--- src/rtl/adpll_pkg.sv ---
// Shared types and constants for the ADPLL clock-lock monitor.
// Holds the monitor FSM state encoding and the synchronizer flush length.
package adpll_pkg;

  typedef enum logic [1:0] {
    IDLE     = 2'd0,
    MEASURE  = 2'd1,
    EVALUATE = 2'd2
  } lock_state_t;

  // Cycles spent in IDLE after reset so the synchronizer holds real samples.
  localparam int IDLE_CYCLES = 3;

  localparam int DEFAULT_CNT_W = 16;

endpackage

--- src/rtl/clock_lock_monitor_if.sv ---
// Result bundle of the clock-lock monitor.
// master drives the results; slave observes them.
interface clock_lock_monitor_if #(
  parameter int CNT_W = adpll_pkg::DEFAULT_CNT_W
);
  // count_valid_o is a one-cycle strobe with no back-pressure (no ready):
  // count_o is updated in the strobe cycle and holds until the next strobe,
  // and the flags/lock follow one cycle after the strobe.
  logic [CNT_W-1:0] count_o;
  logic             count_valid_o;
  logic             locked_o;
  logic             too_fast_o;
  logic             too_slow_o;

  modport master (
    output count_o,
    output count_valid_o,
    output locked_o,
    output too_fast_o,
    output too_slow_o
  );

  modport slave (
    input count_o,
    input count_valid_o,
    input locked_o,
    input too_fast_o,
    input too_slow_o
  );
endinterface

--- src/rtl/clock_lock_monitor_edge_sync.sv ---
// edge_sync: 2-FF synchronizer followed by a registered rising-edge detect.
// Reusable for any asynchronous level input; reset is synchronous active-low.
module edge_sync (
  input  logic clk_i,
  input  logic rst_n_i,
  input  logic async_i,
  output logic rise_o
);
  // [0] and [1] form the synchronizer, [2] is the previous synchronized sample.
  logic [2:0] sync_q;

  always_ff @(posedge clk_i) begin
    if (!rst_n_i) begin
      sync_q <= '0;
      rise_o <= 1'b0;
    end else begin
      sync_q <= {sync_q[1:0], async_i};
      rise_o <= sync_q[1] & ~sync_q[2];
    end
  end
endmodule

--- src/rtl/clock_lock_monitor.sv ---
// Frequency lock monitor: counts fdiv_i rising edges per gate window and
// derives too-fast/too-slow/locked. Optional unlock hysteresis: LOCK_MON_HYST_EN.
module clock_lock_monitor
  import adpll_pkg::*;
#(
  parameter int GATE_CYCLES  = 5000,
  parameter int EXPECTED     = 1000,
  parameter int TOL          = 10,
  parameter int LOCK_COUNT   = 4,
  parameter int UNLOCK_COUNT = 2,
  parameter int CNT_W        = DEFAULT_CNT_W
) (
  input  logic                 clk5_i,
  input  logic                 rst_n_i,
  input  logic                 fdiv_i,
  clock_lock_monitor_if.master mon,
  output lock_state_t          state_o
);

  localparam int GATE_W = (GATE_CYCLES > 1) ? $clog2(GATE_CYCLES) : 1;
  localparam logic [GATE_W-1:0] GATE_LAST = GATE_W'(GATE_CYCLES - 1);
  localparam int IDLE_W = $clog2(IDLE_CYCLES + 1);
  localparam logic [IDLE_W-1:0] IDLE_LAST = IDLE_W'(IDLE_CYCLES - 1);
  localparam int RUN_W = $clog2(LOCK_COUNT + 1);
  localparam logic [RUN_W-1:0] LOCK_MAX = RUN_W'(LOCK_COUNT);
  // Lower bound clamps at zero when the tolerance exceeds the nominal count.
  localparam int LO_INT = (EXPECTED > TOL) ? (EXPECTED - TOL) : 0;
  localparam logic [CNT_W:0] LO_BOUND = (CNT_W + 1)'(LO_INT);
  localparam logic [CNT_W:0] HI_BOUND = (CNT_W + 1)'(EXPECTED + TOL);

  lock_state_t       state_q, state_d;
  logic              edge_det;
  logic              gate_last;
  logic [IDLE_W-1:0] idle_cnt_q;
  logic [GATE_W-1:0] gate_cnt_q;
  logic [CNT_W-1:0]  edge_cnt_q;
  logic [CNT_W:0]    edge_sum;
  logic [CNT_W-1:0]  edge_next;
  logic [CNT_W-1:0]  count_q;
  logic              valid_q;
  logic              fast_q, slow_q, locked_q;
  logic              win_fast, win_slow, win_good;
  logic [RUN_W-1:0]  good_run_q, good_run_next;

`ifdef LOCK_MON_HYST_EN
  localparam int BAD_W = $clog2(UNLOCK_COUNT + 1);
  localparam logic [BAD_W-1:0] UNLOCK_MAX = BAD_W'(UNLOCK_COUNT);
  logic [BAD_W-1:0] bad_run_q, bad_run_next;
`endif

  edge_sync u_edge_sync (
    .clk_i   (clk5_i),
    .rst_n_i (rst_n_i),
    .async_i (fdiv_i),
    .rise_o  (edge_det)
  );

  // FSM state register
  always_ff @(posedge clk5_i) begin
    if (!rst_n_i) state_q <= IDLE;
    else          state_q <= state_d;
  end

  // FSM next-state and decode
  always_comb begin
    state_d   = state_q;
    gate_last = 1'b0;
    case (state_q)
      IDLE: begin
        if (idle_cnt_q == IDLE_LAST) state_d = MEASURE;
      end
      MEASURE: begin
        if (gate_cnt_q == GATE_LAST) begin
          gate_last = 1'b1;
          state_d   = EVALUATE;
        end
      end
      EVALUATE: state_d = MEASURE;
      default:  state_d = IDLE;
    endcase
  end

  // Saturating edge accumulation and window classification
  always_comb begin
    edge_sum      = {1'b0, edge_cnt_q} + {{CNT_W{1'b0}}, edge_det};
    edge_next     = edge_sum[CNT_W] ? {CNT_W{1'b1}} : edge_sum[CNT_W-1:0];
    win_fast      = (&count_q) || ({1'b0, count_q} > HI_BOUND);
    win_slow      = !win_fast && ({1'b0, count_q} < LO_BOUND);
    win_good      = !win_fast && !win_slow;
    good_run_next = (good_run_q == LOCK_MAX) ? good_run_q : good_run_q + RUN_W'(1);
`ifdef LOCK_MON_HYST_EN
    bad_run_next  = (bad_run_q == UNLOCK_MAX) ? bad_run_q : bad_run_q + BAD_W'(1);
`endif
  end

  always_ff @(posedge clk5_i) begin
    if (!rst_n_i) begin
      idle_cnt_q <= '0;
      gate_cnt_q <= '0;
      edge_cnt_q <= '0;
      count_q    <= '0;
      valid_q    <= 1'b0;
      fast_q     <= 1'b0;
      slow_q     <= 1'b0;
      locked_q   <= 1'b0;
      good_run_q <= '0;
`ifdef LOCK_MON_HYST_EN
      bad_run_q  <= '0;
`endif
    end else begin
      valid_q <= 1'b0;
      case (state_q)
        IDLE: begin
          idle_cnt_q <= idle_cnt_q + IDLE_W'(1);
        end
        MEASURE: begin
          edge_cnt_q <= edge_next;
          if (gate_last) begin
            gate_cnt_q <= '0;
            count_q    <= edge_next;
            valid_q    <= 1'b1;
          end else begin
            gate_cnt_q <= gate_cnt_q + GATE_W'(1);
          end
        end
        EVALUATE: begin
          // The edge seen during evaluation belongs to the next window.
          edge_cnt_q <= {{(CNT_W-1){1'b0}}, edge_det};
          fast_q     <= win_fast;
          slow_q     <= win_slow;
          if (win_good) begin
            good_run_q <= good_run_next;
            if (good_run_next == LOCK_MAX) locked_q <= 1'b1;
`ifdef LOCK_MON_HYST_EN
            bad_run_q <= '0;
`endif
          end else begin
            good_run_q <= '0;
`ifdef LOCK_MON_HYST_EN
            bad_run_q <= bad_run_next;
            if (bad_run_next == UNLOCK_MAX) locked_q <= 1'b0;
`else
            locked_q <= 1'b0;
`endif
          end
        end
        default: ;
      endcase
    end
  end

  assign mon.count_o       = count_q;
  assign mon.count_valid_o = valid_q;
  assign mon.too_fast_o    = fast_q;
  assign mon.too_slow_o    = slow_q;
  assign mon.locked_o      = locked_q;
  assign state_o           = state_q;

endmodule

--- src/flat_wrapper.sv ---
// flat-port wrapper written by rule: the top's interface ports become plain ports
module clock_lock_monitor_flat import adpll_pkg::*;
#(
  parameter int GATE_CYCLES  = 5000,
  parameter int EXPECTED     = 1000,
  parameter int TOL          = 10,
  parameter int LOCK_COUNT   = 4,
  parameter int UNLOCK_COUNT = 2,
  parameter int CNT_W        = DEFAULT_CNT_W
)
  (clk5_i, rst_n_i, fdiv_i, state_o, mon_count_o, mon_count_valid_o, mon_locked_o, mon_too_fast_o, mon_too_slow_o);
  clock_lock_monitor_if #(.CNT_W(CNT_W)) mon_i ();
  input  logic clk5_i;
  input  logic rst_n_i;
  input  logic fdiv_i;
  output lock_state_t state_o;
  output wire logic [$bits(mon_i.count_o)-1:0] mon_count_o;
  output wire logic [$bits(mon_i.count_valid_o)-1:0] mon_count_valid_o;
  output wire logic [$bits(mon_i.locked_o)-1:0] mon_locked_o;
  output wire logic [$bits(mon_i.too_fast_o)-1:0] mon_too_fast_o;
  output wire logic [$bits(mon_i.too_slow_o)-1:0] mon_too_slow_o;
  assign mon_count_o = mon_i.count_o;
  assign mon_count_valid_o = mon_i.count_valid_o;
  assign mon_locked_o = mon_i.locked_o;
  assign mon_too_fast_o = mon_i.too_fast_o;
  assign mon_too_slow_o = mon_i.too_slow_o;
  clock_lock_monitor #(.GATE_CYCLES(GATE_CYCLES), .EXPECTED(EXPECTED), .TOL(TOL), .LOCK_COUNT(LOCK_COUNT), .UNLOCK_COUNT(UNLOCK_COUNT), .CNT_W(CNT_W)) u_core (.clk5_i(clk5_i), .rst_n_i(rst_n_i), .fdiv_i(fdiv_i), .mon(mon_i), .state_o(state_o));
endmodule
--- config.mk ---
export PLATFORM = sky130hd
export DESIGN_NAME = clock_lock_monitor_flat
export DESIGN_NICKNAME = d
export VERILOG_FILES = /design/src/rtl/adpll_pkg.sv /design/src/rtl/clock_lock_monitor_if.sv /design/src/rtl/clock_lock_monitor_edge_sync.sv /design/src/rtl/clock_lock_monitor.sv /design/src/flat_wrapper.sv
export SDC_FILE = /design/constraint.sdc
export NUM_CORES = 1
export LEC_CHECK = 0
export ABC_CLOCK_PERIOD_IN_PS = 6800
export CORE_MARGIN = 2
export CORE_UTILIZATION = 30
export DETAILED_ROUTE_END_ITERATION = 10
export SYNTH_ARGS = -nofsm -noshare
export SYNTH_HDL_FRONTEND = slang
export SYNTH_SLANG_ARGS = --single-unit
--- constraint.sdc ---
create_clock -name clk5_i -period 6.8 [get_ports clk5_i]
set_clock_uncertainty 0.2 [all_clocks]
set_input_delay 1.36 -clock clk5_i [delete_from_list [all_inputs] [get_ports clk5_i]]
set_output_delay 1.36 -clock clk5_i [all_outputs]
set_load 0.02 [all_outputs]
# Word-level counts from Yosys, hierarchy flattened
# Index checks and enable logic that the tools add are counted.
# word_totals
register_bits	60
input_bits	3
output_inout_bits	22
word_cells	54
# op_classes
addsub	4
magnitude_cmp	2
n_eq_ne	9
mux	13
n_bitwise	2
n_reduce_logical	12
# op_table
cell	n
16-bit case mux with 2 select lines	1
16-bit by 1-bit adder with 17-bit output	1
16-bit by 10-bit greater-than comparator with 1-bit output (second input constant)	1
16-bit by 10-bit less-than comparator with 1-bit output (second input constant)	1
16-bit 2-to-1 mux	1
16-bit AND reduction	1
13-bit by 1-bit adder with 13-bit output (second input constant)	1
13-bit equality test (second input constant)	1
13-bit 2-to-1 mux	1
2-bit AND reduction	4
3-bit equality test (second input constant)	2
3-bit 2-to-1 mux	2
2-bit case mux with 3 select lines	1
1-bit 2-to-1 mux	5
2-bit equality test (second input constant)	2
2-bit 2-to-1 mux	2
2-bit by 1-bit != test with 1-bit output (second input constant)	2
3-bit by 1-bit adder with 3-bit output (second input constant)	1
2-bit by 1-bit adder with 2-bit output (second input constant)	1
2-bit by 1-bit equality test with 1-bit output (second input constant)	1
1-bit logical AND	2
1-bit zero test	2
2-bit zero test	1
2-bit != test (second input constant)	1
other kinds (4)	4

# Logic depth before layout (Yosys ltp)
# logic_depth
ltp_word	8
ltp_mapped	9
mapped_depth_nobuf	6

# Hierarchy
# Synthesis repeated with hierarchy kept, for this count alone.
# hier_totals
hier_cells	366
area_unflattened_um2	3081.7
# modules_own_cells
module	n_inst	cells_per_inst	area_each_um2	seq_area_each_um2
clock_lock_monitor	1	358	2970.3	1121.1
edge_sync	1	8	111.4	80.1

# Least setup slack after synthesis
# No wires, ideal clock.
# synth_timing
path_type	input to register
from	in rst_n_i
to	reg u_core.gate_cnt_q[0]
setup_time_ns	0.066
arrival_ns	2.144
required_ns	6.534
setup_slack_ns	4.389
path_stages	4
n_path_buf	2
path_cell_list	clkbuf_1 clkbuf_1 nand2_1 nor2_1
# synth_lines
item	line_no	text
from (decl)	flat_wrapper.sv:14	input logic rst_n_i;
to (signal assigned)	clock_lock_monitor.sv:123	gate_cnt_q <= gate_cnt_q + GATE_W'(1);
to (decl)	clock_lock_monitor.sv:35	logic [GATE_W-1:0] gate_cnt_q;

==> flow_metrics.env <==
export IMPL_place_inst=486
export IMPL_layout_commonest_cell="dfxtp_1"
export IMPL_wire_per_inst_um=14.23
export IMPL_crit_chain="clkdlybuf4s50_1 -> buf_4 -> clkinv_1 -> a21o_1 -> o32ai_1"
export IMPL_r2r_cells=4
export IMPL_min_period_over_period=0.4316
export IMPL_cts_reportedPaths_clkPinSlew_ns=0.07
export IMPL_cts_buffers=9
export IMPL_syn_num_nets=361
export IMPL_drt_total_wl_mm=7.145
export IMPL_leakage_nw=1.176
export IMPL_dieHeight_um=103.7
export IMPL_relSlewSlack=0.4559
export IMPL_ant_nets=0
export IMPL_dr_pass1_iters=4
export IMPL_setup_violations=0
export IMPL_grtUsageTotal=0.1369
export IMPL_fmax_mhz=340.7
export IMPL_min_path_cells=1
export IMPL_rsz0062_at_grt="false"
export IMPL_reg2reg_to="u_core.edge_cnt_q[0]"
export IMPL_ys_async_sr_fraction=0
export IMPL_routed_via_count=2616
export IMPL_fp_dieW_um=103.7
export IMPL_period_minus_slack_ns=2.935
export IMPL_ys_warn_count=0
export IMPL_drc_errors=0
export IMPL_p_per_area_mw_per_mm2=239.7
export IMPL_holdWs_ns=0.1844
export IMPL_holdCritPathClass="reg2reg"
export IMPL_core_mm2=0.009729
export IMPL_cts_tree="yes"
export IMPL_final_cell_mix="dfxtp_1 (60), nand2_1 (31), nor2_1 (28), clkdlybuf4s50_1 (24)"
export IMPL_dpl_cell_area_mm2=0.003312
export IMPL_clockBufferDepth=2
export IMPL_status="complete, no violations"
export IMPL_max_cap_violations=0
export IMPL_synth_edf_count=0
export IMPL_fin_setup_tns_ns=0
export IMPL_drive_gt1_frac=0.07859
export IMPL_cp_end_kind="flip-flop"
export IMPL_nNetsFinal=376
export IMPL_synth_area_leaders="dfxtp_1 (40%), nand2_1 (3.9%), ha_1 (3.8%), nor2_1 (3.5%), xnor2_1 (3.5%)"
export IMPL_grt_start_max_net_pins=30
export IMPL_hold_buffers=0
export IMPL_required_ns=6.84
export IMPL_gp_congestion=0.7898
export IMPL_ys_seq_area_frac=0.4027
export IMPL_cts_htree_levels=3
export IMPL_total_power_uw=850.4
export IMPL_yosysTopAreaCell="dfxtp_1"
export IMPL_final_cell_count_no_fill=502
export IMPL_ys_seq_elements=60
export IMPL_yosysUniqueCellTypes=53
export IMPL_rows=36
export IMPL_max_stage_delay_ns=0.47
export IMPL_clk_latency_ns=0.34
export IMPL_n_antenna_cell=0
export IMPL_detail_route_vias_per_cell=5.211
export IMPL_fin_area_mm2=0.003547
export IMPL_peakVddDrop_uv=88.77
export IMPL_synth_top_area_frac=0.4027
export IMPL_syn_inst=349
export IMPL_critPathMaxFanout=29
export IMPL_arrival_ns=2.97
export IMPL_min_from="u_core.u_edge_sync.sync_q[2]"
export IMPL_hold_viol_final=0
export IMPL_die_area_mm2=0.01076
export IMPL_grt_pass1_wl_mm=12.08
export IMPL_worstMarginPinSlew_ns=0.8087
export IMPL_pin_count=25
export IMPL_post_cts_buffers=0
export IMPL_min_to="u_core.u_edge_sync.rise_o"
export IMPL_syn_to_final_growth_pct=18.92
export IMPL_multi_input_area_mm2=0.001633
export IMPL_gr_total_overflow=0
export IMPL_cts_resized=0
export IMPL_initial_core_util=0.3066
export IMPL_n_fill_cell=1011
export IMPL_grt_pass1_vias=2394
export IMPL_cts_sinks=60
export IMPL_ys_flop_type="dfxtp_1"
export IMPL_antenna_found_initial=0
export IMPL_root_buffer="clkbuf_8"
export IMPL_drt_iter0_drc=191
export IMPL_cp_start_kind="input pin"
export IMPL_r2r_slack_ns=4.02
export IMPL_crit_type="in2reg"
export IMPL_r2r_start="u_core.edge_cnt_q[5]"
export IMPL_dp_hpwl_mm=4.963
export IMPL_layout_area_seq_mm2=0.001201
export IMPL_synth_area_mm2=0.002983
export IMPL_drv_slew=0
export IMPL_critPathSlowestCell="clkinv_1"
export IMPL_portBuffers=24
export IMPL_synth_avg_cell_area_um2=8.547
## critical path, delay by kind of cell
| kind | cells | cell delay, ns |
|---|---|---|
| compound gates | 2 | 0.41 |
| buf+inv | 3 | 1.19 |
## Yosys cell counts, drive strengths merged, types with 2 or more instances
master,number
dfxtp,60
nand2,31
nor2,28
clkbuf,18
a21oi,16
nor3,15
inv,14
o21ai,14
a211oi,13
nand4,12
xnor2,12
nor4,11
nand3,10
a31oi,9
ha,9
a311oi,8
xor2,7
and2,6
and3,6
and4,5
a41oi,4
buf,4
nor2b,4
a21o,2
a31o,2
a41o,2
o211a,2
o211ai,2
o21bai,2
o31a,2
o32ai,2
or3,2
or4,2
## stage by stage
stage	utilization	worst slack, ns
final	0.3646	3.865
after global routing	0.3646	3.738
after CTS	0.3646	3.839
after detailed placement	0.3404	3.513
after global placement	0.3404	3.536
after floorplan	-	4.390
## worst max path at each step
stage / from / endpoint / slack (ns) / depth (start not counted)
global placement: rst_n_i / u_core.state_o[1] / 3.54 / 5
floorplan: rst_n_i / u_core.gate_cnt_q[0] / 4.39 / 4
finish: rst_n_i / u_core.state_o[1] / 3.87 / 5
detailed placement: rst_n_i / u_core.state_o[1] / 3.51 / 5
CTS: rst_n_i / u_core.state_o[1] / 3.84 / 5
global route: rst_n_i / u_core.state_o[1] / 3.74 / 4
## layout make-up
class | count | area share
Timing Repair Buffer | 26 | 0.07196
Multi-Input combinational cell | 252 | 0.4603
Inverter | 15 | 0.01587
Sequential cell | 60 | 0.3386
Clock buffer | 12 | 0.04656
Tap cell | 133 | 0.04691
Clock inverter | 4 | 0.01975
## power breakdown
group | switching (mW) | internal (mW)
logic | 0.0609 | 0.0388
registers | 0.00995 | 0.365
clock network | 0.141 | 0.235
total | 0.212 | 0.639
## layer usage
metal,global-route usage,part of all wire,vias to the layer above
met4,0.04826,0.016,0
met1,0.1898,0.51,1233
met2,0.2072,0.44,44
li1,-,-,1328
met5,0,0,-
met3,0.03335,0.033,11
## sequential cells by signal, summed over array words and instances (netlist names)
name and flops:
u_core.mon.locked_o 1, u_core.state_o 2, u_core.edge_cnt_q 16, u_core.u_edge_sync.sync_q 3, u_core.mon.too_slow_o 1, u_core.mon.too_fast_o 1
u_core.idle_cnt_q 2, u_core.u_edge_sync.rise_o 1, u_core.mon.count_o 16, u_core.mon.count_valid_o 1, u_core.good_run_q 3, u_core.gate_cnt_q 13
## cell families after synthesis
kind of cell    Yosys count  share of synthesized area
flops                    60                     0.4027
compound gates           87                     0.2047
buf+inv                  37                    0.04991
xor+xnor                 19                    0.05579
fa+ha+maj                 9                    0.03775
simple gates            137                     0.2492
No activity file was read; power rests on OpenSTA's default activity.
